`src/rtl/noc_tok_pkg.sv`:
```
// Shared types, widths and the round-robin pick helper for the NoC token
// link arbiter.
package noc_tok_pkg;

  typedef enum logic {
    IDLE   = 1'b0,
    LOCKED = 1'b1
  } tok_state_e;

  localparam int TOK0_DATA_W = 42;
  localparam int TOK1_DATA_W = 32;

  // Widest requester vector the pick helper handles.
  localparam int MAX_REQ = 8;

  // One-hot grant: first set bit of req searching upward from ptr, wrapping
  // at num. Wrap uses a compare so non-power-of-2 counts stay correct.
  function automatic logic [MAX_REQ-1:0] rr_pick(
    input logic [MAX_REQ-1:0] req,
    input logic [2:0]         ptr,
    input int                 num
  );
    logic [MAX_REQ-1:0] grant;
    logic               found;
    int                 idx;
    grant = '0;
    found = 1'b0;
    for (int k = 0; k < MAX_REQ; k++) begin
      if (k < num) begin
        idx = int'(ptr) + k;
        if (idx >= num) idx = idx - num;
        if (!found && req[idx]) begin
          grant[idx] = 1'b1;
          found      = 1'b1;
        end
      end
    end
    return grant;
  endfunction

endpackage

```
`src/rtl/noc_tok_out_reg.sv`:
```
// Single vld/rdy register slice carrying flit data, head and tail to the link.
module noc_tok_out_reg
  import noc_tok_pkg::*;
#(
  parameter int DATA_W = TOK0_DATA_W
) (
  input  logic              clk,
  input  logic              rst_n,
  input  logic              load,
  input  logic [DATA_W-1:0] in_data,
  input  logic              in_head,
  input  logic              in_tail,
  input  logic              lnk_rdy,
  output logic              slot_free,
  output logic              out_vld,
  output logic [DATA_W-1:0] out_data,
  output logic              out_head,
  output logic              out_tail
);

  // The slot can take a new beat when empty or when its beat leaves this cycle.
  assign slot_free = !out_vld || lnk_rdy;

  // Capture a beat on load; otherwise drain the slot once the link takes it.
  always_ff @(posedge clk or negedge rst_n) begin
    if (!rst_n) begin
      // NOTE: the data register is reset as well, because every egress output
      // must read 0 while reset is held, not just the valid bit.
      out_vld  <= 1'b0;
      out_data <= '0;
      out_head <= 1'b0;
      out_tail <= 1'b0;
    end else if (load) begin
      // NOTE: non-blocking assignments so every register samples pre-edge values.
      out_vld  <= 1'b1;
      out_data <= in_data;
      out_head <= in_head;
      out_tail <= in_tail;
    end else if (lnk_rdy) begin
      out_vld <= 1'b0;
    end
  end

endmodule

```
`src/rtl/noc_tok_lnk_arb.sv`:
```
// Packet-atomic round-robin arbiter merging NUM_REQ token streams onto one
// NoC token cross-link egress. A head win locks the link to that requester
// until its tail beat is accepted.
module noc_tok_lnk_arb
  import noc_tok_pkg::*;
#(
  parameter int NUM_REQ = 4,
  parameter int DATA_W  = TOK0_DATA_W,
  parameter int IDX_W   = $clog2(NUM_REQ)
) (
  input  logic                      i_noc_clk,
  input  logic                      i_noc_rst_n,
  input  logic [NUM_REQ*DATA_W-1:0] i_req_data,
  input  logic [NUM_REQ-1:0]        i_req_head,
  input  logic [NUM_REQ-1:0]        i_req_tail,
  input  logic [NUM_REQ-1:0]        i_req_vld,
  output logic [NUM_REQ-1:0]        o_req_rdy,
  output logic [DATA_W-1:0]         o_lnk_data,
  output logic                      o_lnk_head,
  output logic                      o_lnk_tail,
  output logic                      o_lnk_vld,
  input  logic                      i_lnk_rdy,
  output logic [IDX_W-1:0]          o_grant_idx,
  output logic                      o_locked,
  output logic                      o_proto_err
);

  tok_state_e         state_q, state_d;
  logic [IDX_W-1:0]   rr_ptr_q, rr_ptr_d;
  logic [IDX_W-1:0]   grant_q, grant_d;
  logic [IDX_W-1:0]   pick_idx, pick_next, sel_idx;
  logic [MAX_REQ-1:0] pick;
  logic [NUM_REQ-1:0] cand, rdy;
  logic               slot_free, load, proto;

  assign cand = i_req_vld & i_req_head;
  assign pick = rr_pick(MAX_REQ'(cand), 3'(rr_ptr_q), NUM_REQ);

  // Convert the one-hot pick to an index and its wrapped successor.
  always_comb begin
    pick_idx = '0;
    for (int r = 0; r < MAX_REQ; r++) begin
      if (pick[r]) pick_idx = IDX_W'(r);
    end
    pick_next = (pick_idx == IDX_W'(NUM_REQ - 1)) ? '0 : pick_idx + 1'b1;
  end

  // Next-state, grant selection and per-requester ready.
  always_comb begin
    // NOTE: every signal written here gets a default first so no latch is inferred.
    state_d  = state_q;
    rr_ptr_d = rr_ptr_q;
    grant_d  = grant_q;
    sel_idx  = grant_q;
    rdy      = '0;
    proto    = 1'b0;
    case (state_q)
      IDLE: begin
        proto = |(i_req_vld & ~i_req_head);
        if (|cand && slot_free) begin
          rdy      = pick[NUM_REQ-1:0];
          sel_idx  = pick_idx;
          grant_d  = pick_idx;
          rr_ptr_d = pick_next;
          if (!i_req_tail[pick_idx]) state_d = LOCKED;
        end
      end
      LOCKED: begin
        rdy[grant_q] = slot_free;
        if (slot_free && i_req_vld[grant_q] && i_req_tail[grant_q]) state_d = IDLE;
      end
    endcase
  end

  // FSM, round-robin pointer and owner index registers.
  always_ff @(posedge i_noc_clk or negedge i_noc_rst_n) begin
    if (!i_noc_rst_n) begin
      state_q  <= IDLE;
      rr_ptr_q <= '0;
      grant_q  <= '0;
    end else begin
      state_q  <= state_d;
      rr_ptr_q <= rr_ptr_d;
      grant_q  <= grant_d;
    end
  end

  assign load = |(rdy & i_req_vld);

  noc_tok_out_reg #(.DATA_W(DATA_W)) u_out_reg (
    .clk       (i_noc_clk),
    .rst_n     (i_noc_rst_n),
    .load      (load),
    .in_data   (i_req_data[int'(sel_idx)*DATA_W +: DATA_W]),
    .in_head   (i_req_head[sel_idx]),
    .in_tail   (i_req_tail[sel_idx]),
    .lnk_rdy   (i_lnk_rdy),
    .slot_free (slot_free),
    .out_vld   (o_lnk_vld),
    .out_data  (o_lnk_data),
    .out_head  (o_lnk_head),
    .out_tail  (o_lnk_tail)
  );

  // Handshake outputs are combinational from requester inputs; hold them low
  // while reset is asserted so nothing is offered or flagged during reset.
  assign o_req_rdy   = rdy & {NUM_REQ{i_noc_rst_n}};
  assign o_proto_err = proto & i_noc_rst_n;
  assign o_grant_idx = grant_q;
  assign o_locked    = (state_q == LOCKED);

endmodule

```
`config.mk`:
```
export PLATFORM = sky130hd
export DESIGN_NAME = noc_tok_lnk_arb
export DESIGN_NICKNAME = d
export VERILOG_FILES = /design/src/rtl/noc_tok_pkg.sv /design/src/rtl/noc_tok_out_reg.sv /design/src/rtl/noc_tok_lnk_arb.sv
export SDC_FILE = /design/constraint.sdc
export NUM_CORES = 1
export LEC_CHECK = 0
export ABC_CLOCK_PERIOD_IN_PS = 3400
export BUFFER_PORTS_ARGS = -buffer_cell sky130_fd_sc_hd__buf_4
export CAP_MARGIN = 15
export CORE_UTILIZATION = 41
export DETAILED_ROUTE_END_ITERATION = 12
export PLACE_DENSITY = 0.75
export REMOVE_ABC_BUFFERS = 1
export SYNTH_ARGS = -nofsm -noshare
export SYNTH_HDL_FRONTEND = slang
export SYNTH_HIERARCHICAL = 1
export SYNTH_SLANG_ARGS = --single-unit
export TNS_END_PERCENT = 20
```
`constraint.sdc`:
```
create_clock -name i_noc_clk -period 3.4 [get_ports i_noc_clk]
set_input_delay 0 -clock i_noc_clk [delete_from_list [all_inputs] [get_ports i_noc_clk]]
set_output_delay 0 -clock i_noc_clk [all_outputs]
set_load 0.01 [all_outputs]
```
==> metrics.md, run 1 <==
| Metric | Value |
|---|---|
| Peak supply drop | 556.8 uV |
| Hold Crit Class | input port to flop |
| Crit start category | flop |
| TritonCTS clock tree | yes |
| EDFF count, synth | 0 |
| Synth Area in Adders | 0.02360 |
| Via count | 3940 |
| Layout area overhead | 49.73% |
| Critical path class | flop to flop |
| Relative slew slack | 0.5469 |
| Placer Congestion | 0.8008 |
| Slew @ Worst Pin | 0.6796 ns |
| Clock buffer depth | 2 |
| Wire length per cell | 16.80 um |
| Mux contribution to synthesized area | 0.4735 |
| Slew Viols, Final | 0 |
| IO buf count | 235 |
| Netlist Area Pre-Place | 4242 um^2 |
| Synth Area in Simple Gates | 0.08378 |
| Unrepaired setup endpoints after global routing | false |
| Maximum number of pins on one net before global-route repair | 56 |
| Final Util | 0.6409 |
| Total GRT Usage | 0.2157 |
| Sink Count | 50 |
| Pwr dens | 1019 nW/um^2 |
| Synth Area in XOR/XNOR | 0 |
| Top FF cell, synth | dfrtp_1 |
| Synth Register Bits | 50 |
| Initial Util | 0.4280 |
| Layout cells sized above 1 | 0.5232 |
| Drt initial violations | 242 |
| Compound-Gate Fraction of Synth Area | 0.06490 |
| DP Worst Slack | 0.06819 ns |
| Top-count cell post-synth | mux2i_1 |
| Post-route ant nets | 0 |
| Die width | 103.7 um |
| Die area | 10760 um^2 |
| Initial antenna violation count | 0 |
| Root Buffer | clkbuf_8 |
| Share of the synthesized area in the top cell type | 0.3115 |
| Post-synthesis cell type count | 52 |
| Post-synth top cells | mux2i_1, dfrtp_1, mux2_4 |
| Tcrit/Tclk final | 0.9612 |
| Final count of negative-setup-slack endpoints | 0 |
| Reg clk slew, reported paths | 0.09 ns |
| Final hold vios | 0 |
| Clock latency on the worst-skew pair | 0.30 ns |
| Area contributors post-synth | mux2i_1, dfrtp_1, mux2_4 |
| Max Freq | 0.3060 GHz |
| Grt ovf | 0 |
| Residual DRC | 0 |
| Max-Cap Viols | 0 |
| WL final | 12380 um |
| Leak pwr | 3.213 nW |
| Max FO, Critical Path | 18 |
| Status | finished, final reports clean |
| CTS buffer count | 5 |
| Sequential element share of the synthesized area | 0.2950 |
| Row count | 36 |
| Worst endpoint required time | 3.59 ns |
| H-Tree Level Count | 2 |
| Top Ports | 236 |
| Main combinational cell family by area after synthesis | multiplexers |
| Via density | 5.346 |
| DP HPWL | 8994 um |
| Die height | 103.7 um |
| First-pass GRT wire length | 18890 um |
| Worst Hold Slack | 0.05572 ns |
| Final Instance Area | 6351 um^2 |
| CP arrival | 3.46 ns |
| Net count, final | 794 |
| Post-Syn Instances | 367 |
| N_diodes | 0 |
| Ys Warns | 6 |
| Synth async-reset ratio | 1.000 |
| Worst Slack Setup Final | 0.1319 ns |
| Avg Cell Area, Syn | 11.56 um^2 |
| DP Area | 6145 um^2 |
| Clk_skew | 0.005629 ns |
| Min Tclk post-route | 3.268 ns |
| Yosys top cell by area | mux2i_1 |
| Number of global-route vias before repair | 3982 |
| Core area | 9910 um^2 |
| Pre-Repair DR Iteration Count | 4 |
| Critical Path End Type | flop |
cells in the final DEF (no fill, tap or decap), types with 3 or more instances in the layout:
cell      count
mux2i_1     131
buf_12        7
mux2_4       39
o21ai_0       6
mux2_2        5
o22ai_1       4
dfrtp_1      50
nand2b_1      4
nand3_1       3
buf_4       241
a22oi_1       3
nand4_1       3
nand2_1      19
a21oi_1       3
inv_1         6
nor2b_1       3
nor4_1        3
and2_1        8
nor3_1        5
clkbuf_8      7
ha_1          8
o211ai_1      4
nor2_1        4
timing repair:
action	CTS	global route
hold buffers	1	0
gates resized for setup	0	5
buffers inserted	0	1
endpoints found under the setup margin	0	29
endpoints found under the hold margin	50	0
layout make-up:
type	count	area (um^2)
fill	788	3558
multi-input combinational	287	2781
timing repair buffer	252	2021
sequential	50	1251
tap	133	166.4
clock buffer	7	96.34
inverter	7	26.28
clock inverter	1	8.758
cells by family after synthesis:
logic type	count (synthesis)
AO/OA/AOI/OAI	36
adder cells (fa/ha/maj)	8
buffers and inverters	30
flip-flops	50
multiplexers	178
AND/OR/NAND/NOR	65
per-layer routing:
layer,part of all wire,global-route usage,up-vias
met5,0,0,-
met4,0.0076,0.05000,0
met3,0.074,0.04783,6
met2,0.53,0.4017,188
met1,0.39,0.2500,1891
li1,-,-,1855
path summary, 6_finish.rpt:
check | from | end | slack, ns | depth (start not counted)
worst max-delay path | rr_ptr_q[0]$_DFFE_PN0P_ | u_out_reg/out_data[2]$_DFFE_PN0P_ | 0.13 | 12
worst min-delay path | i_req_tail[2] | o_locked$_DFF_PN0_ | 0.06 | 4
worst max register to register | rr_ptr_q[0]$_DFFE_PN0P_ | u_out_reg/out_data[2]$_DFFE_PN0P_ | 0.13 | 12
worst min register to register | u_out_reg/out_data[22]$_DFFE_PN0P_ | u_out_reg/out_data[22]$_DFFE_PN0P_ | 0.52 | 1
max in group asynchronous | i_noc_rst_n | u_out_reg/out_data[21]$_DFFE_PN0P_ | 2.66 | 2
min in group asynchronous | i_noc_rst_n | u_out_reg/out_data[11]$_DFFE_PN0P_ | 0.29 | 2
worst max-delay path, stage by stage, from the launching register on:
cell and delay (ns):
dfrtp_1 0.41, buf_4 0.21, ha_1 0.24, nand2b_1 0.17, or4_1 0.42, o32a_1 0.17
and4_1 0.26, a32oi_4 0.28, buf_12 0.17, buf_6 0.22, mux2i_1 0.24, mux2i_1 0.09
mux2_4 0.26
through the flow:
step / total power (W) / cells / setup TNS (ns)
6_report: 0.006472 / 737 / 0
5_1_grt: 0.006872 / 737 / 0
4_1_cts: 0.006255 / 733 / 0
3_5_place_dp: 0.005852 / 724 / 0
3_3_place_gp: 0.005765 / 724 / 0
2_1_floorplan: 0.003946 / 344 / -290.95
report_power, final:
part | switching [W] | total [W] | internal (W) | leakage (nW)
sequential | 0.000205 | 0.00114 | 0.000931 | 0.588
clock | 0.000196 | 0.000383 | 0.000187 | 0.0544
combinational | 0.00218 | 0.00495 | 0.00277 | 2.57
state kept, by name, summed over array words and instances (netlist names):
| signal | cells |
|---|---|
| u_out_reg/out_tail | 1 |
| u_out_reg/out_head | 1 |
| u_out_reg/out_vld | 1 |
| u_out_reg/out_data | 42 |
| o_locked | 1 |
| o_grant_idx | 2 |
| rr_ptr_q | 2 |
No activity file was read; power rests on OpenSTA's default activity.
==> run 2, diff against run 1 <==
CORE_UTILIZATION = 42   (was 41)
CTS_BUF_LIST = sky130_fd_sc_hd__clkbuf_4   (was not set)
CTS_CLUSTER_SIZE = 20   (was not set)
PLACE_DENSITY = 0.76   (was 0.75)
==> metrics.md, run 2 (synthesis results as in run 1) <==
| Metric | Value |
|---|---|
| Status | finished, final reports clean |
| Initial antenna violation count | 0 |
| Layout area overhead | 49.26% |
| First-pass GRT wire length | 18240 um |
| Wire length per cell | 16.46 um |
| Max FFs per register | 42 |
| Die width | 102.5 um |
| Die height | 102.5 um |
| GR Util met3 | 0.03051 |
| Pre-Repair DR Iteration Count | 4 |
| Peak supply drop | 580.0 uV |
| Clk_skew | 0.005341 ns |
| Internal | 0.003782 W |
| Leak pwr | 3.215 nW |
| Post-route ant nets | 0 |
| Critical Path End Type | flop |
| Drt initial violations | 178 |
| Max-Cap Viols | 0 |
| Pwr dens | 999.7 nW/um^2 |
| Maximum number of pins on one net before global-route repair | 56 |
| N_diodes | 0 |
| Max FO, Critical Path | 26 |
| Core area | 9774 um^2 |
| Grt ovf | 0 |
| Most Used Layer, Global Route | met2 |
| Switching Share | 0.4025 |
| Die area | 10510 um^2 |
| Clock buffer depth | 2 |
| Worst endpoint required time | 3.67 ns |
| Worst setup path endpoint | u_out_reg/out_data[26]$_DFFE_PN0P_ |
| Total GRT Usage | 0.2218 |
| Fin cells | 745 |
| Crit start category | flop |
| Layout fillers | 783 |
| Clock latency on the worst-skew pair | 0.37 ns |
| Sink Count | 50 |
| Number of global-route vias before repair | 3885 |
| Worst reg-to-reg path cell count | 12 |
| CP arrival | 3.53 ns |
| Seq pwr share | 0.179 |
| Unrepaired setup endpoints after global routing | false |
| Crit path launch | rr_ptr_q[0]$_DFFE_PN0P_ |
| IO buf count | 235 |
| Slew Viols, Final | 0 |
| H-Tree Level Count | 2 |
| TritonCTS clock tree | yes |
| Min Tclk post-route | 3.258 ns |
| Total power | 0.006329 W |
| CTS buffer count | 5 |
| Row count | 36 |
| Residual DRC | 0 |
| Tcrit/Tclk final | 0.9584 |
| WL final | 12260 um |
| Reg-to-reg endpoint | u_out_reg/out_data[26]$_DFFE_PN0P_ |
| Placed cells | 731 |
| Clock power frac | 0.045 |
| Worst R2R Setup Slack | 0.14 ns |
| Final count of negative-setup-slack endpoints | 0 |
| Net Sw Power | 0.002547 W |
| DP HPWL | 9520 um |
| Slew @ Worst Pin | 0.6906 ns |
| Root Buffer | clkbuf_4 |
| Most common cell after layout, fill and taps aside | buf_4 |
| Reg2reg start | rr_ptr_q[0]$_DFFE_PN0P_ |
| Grt met1 use | 0.2623 |
| Via count | 3902 |
| Top Ports | 236 |
| Final hold vios | 0 |
| Layout cells sized above 1 | 0.5294 |
| Via density | 5.238 |
| Net count, final | 802 |
| Highest-count cells in the layout ignoring fill and taps | buf_4, mux2i_1, dfrtp_1, mux2_4, nand2_1 |
| Critical path class | flop to flop |
| Max Freq | 0.3069 GHz |
| Hold Crit Class | input port to flop |
| Initial Util | 0.4339 |
| Largest Register | u_out_reg/out_data |
| Comb pwr share | 0.776 |
| Setup TNS Final | 0 ns |
| Global-route met2 utilization | 0.4174 |
| Relative slew slack | 0.5396 |
| Reg clk slew, reported paths | 0.15 ns |
| Placer Congestion | 0.8204 |
## run 2: cell count changes in the layout (fill, tap and decap cells not counted), moves of 2 or more
cell,before,now
buf_4,241,251
dlygate4sd3_1,1,3
clkbuf_4,0,5
clkbuf_8,7,0
buf_12,7,5
## run 2: through the flow
stage	worst slack [ns]	util	area (um^2)	hold slack [ns]
2_1_floorplan	-6.432	-	4016	-0.2956
6_report	0.1416	0.6477	6331	0.04388
3_3_place_gp	0.1635	0.6327	6185	0.08097
3_5_place_dp	0.08524	0.6327	6185	0.09311
4_1_cts	0.05214	0.6418	6274	0.03105
5_1_grt	0.003167	0.6477	6331	0.03585
## run 2: worst min path at each step
| stage | slack (ns) | endpoint | cells after the start | startpoint |
|---|---|---|---|---|
| after CTS | 0.03 | u_out_reg/out_data[14]$_DFFE_PN0P_ | 4 | i_req_data[14] |
| after detailed placement | 0.09 | u_out_reg/out_data[14]$_DFFE_PN0P_ | 1 | i_noc_rst_n |
| after global placement | 0.08 | u_out_reg/out_data[14]$_DFFE_PN0P_ | 1 | i_noc_rst_n |
| after global routing | 0.04 | u_out_reg/out_data[25]$_DFFE_PN0P_ | 4 | i_req_data[25] |
| after floorplan | -0.30 | o_grant_idx[0]$_DFF_PN0_ | 0 | i_noc_rst_n |
| final | 0.04 | u_out_reg/out_data[14]$_DFFE_PN0P_ | 4 | i_req_data[14] |
## run 2: critical path, stage by stage, from the launching register on
cell and delay, ns:
dfrtp_1 0.42, buf_4 0.21, ha_1 0.25, nand2b_1 0.16, or4_1 0.40, o32a_1 0.17
and4_2 0.27, a32oi_4 0.30, buf_4 0.17, buf_12 0.19, mux2i_1 0.22, mux2i_1 0.09
mux2_4 0.27
## run 2: power groups by stage
stage / clock network, W / logic (W) / registers, W
6_report: 0.000285 / 0.00491 / 0.00113
5_1_grt: 0.000321 / 0.00524 / 0.00117
4_1_cts: 0.000299 / 0.00483 / 0.00114
3_5_place_dp: 0 / 0.00482 / 0.00114
3_3_place_gp: 0 / 0.00472 / 0.00113
2_1_floorplan: 0 / 0.00268 / 0.00126
## run 2: layout make-up
type,count,area [um^2],share of cell area
Multi-Input combinational cell,287,2789,0.4405
Clock buffer,5,37.54,0.005929
Tap cell,133,166.4,0.02628
Inverter,7,26.28,0.004150
Sequential cell,50,1251,0.1976
Clock inverter,3,21.27,0.003360
Timing Repair Buffer,260,2039,0.3221
## run 2: what timing repair did
action                                  in CTS  in global routing
hold buffers                                 3                  0
endpoints found under the hold margin       52                  0
endpoints found under the setup margin       0                 44
resized for setup                            0                  4
buffers inserted                             0                  2
## run 2: per-layer routing
metal	vias up	routed length [um]
li1	1866	-
met1	1860	4912
met2	166	6527
met3	10	679
met4	0	146
met5	-	0
==> run 3, diff against run 2 <==
BUFFER_PORTS_ARGS = not set   (was -buffer_cell sky130_fd_sc_hd__buf_4)
CORE_AREA = 2 2 93 95   (was not set)
CORE_UTILIZATION = not set   (was 42)
DIE_AREA = 0 0 95 97   (was not set)
DONT_BUFFER_PORTS = 1   (was not set)
PLACE_DENSITY = 0.67   (was 0.76)
==> metrics.md, run 3 <==
| Metric | Value |
|---|---|
| IO buf count | 0 |
| Initial Util | 0.5215 |
| Area contributors post-synth | mux2i_1, dfrtp_1, mux2_4 |
| Placer Congestion | 0.8781 |
| Post-synth top cells | mux2i_1, dfrtp_1, mux2_4 |
| EDFF count, synth | 0 |
| Synth async-reset ratio | 1.000 |
| CTS buffer count | 5 |
| Top FF cell, synth | dfrtp_1 |
| Top Ports | 236 |
| DP Worst Slack | 0.07205 ns |
| Yosys top cell by area | mux2i_1 |
| Hold-fix buffers at CTS | 101 |
| Ys Warns | 6 |
| Root Buffer | clkbuf_4 |
| Post-synthesis cell type count | 52 |
| Die height | 97 um |
| Netlist Area Pre-Place | 4242 um^2 |
| Post_cts resized | 0 |
| Row count | 33 |
| H-Tree Level Count | 2 |
| Avg Cell Area, Syn | 11.56 um^2 |
| Top-count cell post-synth | mux2i_1 |
| Share of the synthesized area in the top cell type | 0.3115 |
| Failed at | clock tree synthesis (4_1_cts) |
| Setup bufs post-CTS | 0 |
| Synth Register Bits | 50 |
| DP HPWL | 8346 um |
| Sink Count | 50 |
| Error | [ERROR RSZ-0060] Max buffer count reached. |
| Sequential element share of the synthesized area | 0.2950 |
| Post-Syn Instances | 367 |
| Die width | 95 um |
| Status | did not finish |
| Clock buffer depth | 2 |
[run 3: logic make-up after synthesis]
| family | Yosys count | synth area share |
|---|---|---|
| buffers and inverters | 30 | 0.05929 |
| DFF | 50 | 0.2950 |
| muxes | 178 | 0.4734 |
| adders and majority gates | 8 | 0.02360 |
| AOI/OAI and AO/OA | 36 | 0.06490 |
| and+or+nand+nor | 65 | 0.08378 |
[run 3: through the flow]
step	setup TNS [ns]	hold WS, ns	std cells	util	instance area [um^2]
global placement	0	-0.2946	461	0.5327	4333
floorplan	-290.95	-0.2956	344	-	4016
detailed placement	0	-0.2944	461	0.5327	4333
==> run 4, diff against run 3 <==
ABC_CLOCK_PERIOD_IN_PS = 4400   (was 3400)
CORE_AREA = not set   (was 2 2 93 95)
CORE_UTILIZATION = 40   (was not set)
CTS_BUF_LIST = not set   (was sky130_fd_sc_hd__clkbuf_4)
CTS_CLUSTER_SIZE = not set   (was 20)
DIE_AREA = not set   (was 0 0 95 97)
PLACE_DENSITY = not set   (was 0.67)
PLACE_DENSITY_LB_ADDON = 0.15   (was not set)
clock period = 4.4 ns   (was 3.4 ns; I/O delays follow)
==> metrics.md, run 4 (synthesis results as in run 1) <==
| Metric | Value |
|---|---|
| Status | finished, final reports clean |
| Unrepaired setup endpoints after global routing | false |
| N_diodes | 0 |
| Max FFs per register | 42 |
| Reg-to-reg endpoint | u_out_reg/out_data[27]$_DFFE_PN0P_ |
| Worst R2R Setup Slack | 0.65 ns |
| Sink Count | 50 |
| IO buf count | 0 |
| CTS buffer count | 5 |
| Slowest stage cell, crit path | dfrtp_1 |
| CP arrival | 3.94 ns |
| Via count | 2965 |
| WL final | 10100 um |
| DP HPWL | 7749 um |
| Critical Path End Type | flop |
| Largest Register | u_out_reg/out_data |
| Final hold vios | 0 |
| Final Instance Area | 4493 um^2 |
| Slew Viols, Final | 0 |
| Die width | 105.0 um |
| Tcrit/Tclk final | 0.8528 |
| Cell Chain, Critical Path | inv_1 -> ha_1 -> mux4_2 -> o31a_4 -> a222oi_1 -> a21boi_2 -> o22ai_1 -> a22oi_1 -> nand3_4 -> buf_4 -> mux2_4 |
| Initial antenna violation count | 0 |
| Top Ports | 236 |
| H-Tree Level Count | 2 |
| DP Worst Slack | 0.6696 ns |
| Die height | 105.0 um |
| Worst reg-to-reg path cell count | 11 |
| Layout area overhead | 5.929% |
| Post_cts resized | 0 |
| Layout cells sized above 1 | 0.1934 |
| Row count | 37 |
| TritonCTS clock tree | yes |
| Hold endpoint | o_locked$_DFF_PN0_ |
| First-pass GRT wire length | 15300 um |
| Wire length per cell | 20.28 um |
| Worst Slack Setup Final | 0.6478 ns |
| Highest-count cells in the layout ignoring fill and taps | mux2i_1, dfrtp_1, mux2_4, nand2_1 |
| Crit start category | flop |
| Clock buffer depth | 2 |
| Pwr dens | 952.3 nW/um^2 |
| Die area | 11020 um^2 |
| Relative slew slack | 0.6454 |
| Maximum number of pins on one net before global-route repair | 52 |
| Min Tclk post-route | 3.752 ns |
| Layout fillers | 999 |
| Max Freq | 0.2665 GHz |
| Max FO, Critical Path | 14 |
| Placer Congestion | 0.8656 |
| Pre-Repair DR Iteration Count | 4 |
| Most common cell after layout, fill and taps aside | mux2i_1 |
| Number of global-route vias before repair | 2906 |
| Net count, final | 552 |
| Initial Util | 0.4109 |
| Peak supply drop | 362.3 uV |
| Reg clk slew, reported paths | 0.10 ns |
| Hold Crit Class | input port to flop |
| Total power | 0.004279 W |
| Clock latency on the worst-skew pair | 0.30 ns |
| Grt ovf | 0 |
| Drt initial violations | 165 |
| Residual DRC | 0 |
| Setup bufs post-CTS | 0 |
| Hold_sp | i_req_tail[2] |
| Worst Hold Depth | 3 |
| Critical path class | flop to flop |
| Post-route ant nets | 0 |
| Via density | 5.954 |
| Setup TNS Final | 0 ns |
| Root Buffer | clkbuf_8 |
| Max-Cap Viols | 0 |
| Final count of negative-setup-slack endpoints | 0 |
| Clk_skew | 0.01130 ns |
| Total GRT Usage | 0.1763 |
| Reg2reg start | rr_ptr_q[1]$_DFFE_PN0P_ |
| Core area | 10320 um^2 |
| Leak pwr | 2.033 nW |
| Slew @ Worst Pin | 0.5303 ns |
| DP Area | 4314 um^2 |
| Worst endpoint required time | 4.59 ns |
| Delay of the slowest critical-path stage | 0.50 ns |
==> run 4: area by class of cell <==
| cell class | instances | area (um^2) | share of cell area |
|---|---|---|---|
| inverters | 7 | 26.28 | 0.005848 |
| repair buffers | 10 | 152.6 | 0.03397 |
| flip-flops and latches | 50 | 1251 | 0.2785 |
| clock inverters | 2 | 38.79 | 0.008633 |
| multi-input cells | 287 | 2771 | 0.6168 |
| clock buffers | 6 | 82.58 | 0.01838 |
| well taps | 136 | 170.2 | 0.03787 |
==> run 4: stage by stage <==
| step | instances | hold WS, ns | utilization |
|---|---|---|---|
| after global routing | 498 | 0.03052 | 0.4352 |
| after detailed placement | 486 | -0.2942 | 0.4179 |
| after floorplan | 344 | -0.2956 | - |
| after CTS | 498 | 0.008495 | 0.4352 |
| after global placement | 486 | -0.2945 | 0.4179 |
| final | 498 | 0.01953 | 0.4352 |
==> run 4: per-layer routing <==
metal  vias to the layer above  global-route usage  routed length, um
met2                       183              0.3037               5112
met5                         -                   0                  0
li1                       1361                   -                  -
met1                      1419              0.2209               3997
met3                         2             0.04803                943
met4                         0             0.03421                 47
==> run 4: worst max-delay path, delay by kind of cell, from the launching register on <==
kind | cells | cell delay (ns)
and+or+nand+nor | 1 | 0.30
DFF | 1 | 0.50
AOI/OAI and AO/OA | 5 | 1.19
buffers and inverters | 2 | 0.54
muxes | 2 | 0.69
adders and majority gates | 1 | 0.41
==> run 4: where the power goes <==
group / internal, W / switching, W
registers: 0.000719 / 0.000326
logic: 0.00158 / 0.00130
clock network: 0.000187 / 0.000166
total: 0.00249 / 0.00179
==> run 4: timing repair <==
action | 4_1_cts | 5_1_grt
hold endpoints to repair | 52 | 0
hold buffers | 4 | 0
setup endpoints to repair | 0 | 0
==> run 4: worst max path at each step <==
stage | startpoint | endpoint | slack (ns)
2_1_floorplan | rr_ptr_q[0]$_DFFE_PN0P_ | u_out_reg/out_data[0]$_DFFE_PN0P_ | -5.43
3_3_place_gp | rr_ptr_q[1]$_DFFE_PN0P_ | u_out_reg/out_data[7]$_DFFE_PN0P_ | 0.78
3_5_place_dp | rr_ptr_q[1]$_DFFE_PN0P_ | u_out_reg/out_data[36]$_DFFE_PN0P_ | 0.67
6_report | rr_ptr_q[1]$_DFFE_PN0P_ | u_out_reg/out_data[27]$_DFFE_PN0P_ | 0.65
4_1_cts | rr_ptr_q[1]$_DFFE_PN0P_ | u_out_reg/out_data[27]$_DFFE_PN0P_ | 0.67
5_1_grt | rr_ptr_q[1]$_DFFE_PN0P_ | u_out_reg/out_data[36]$_DFFE_PN0P_ | 0.40
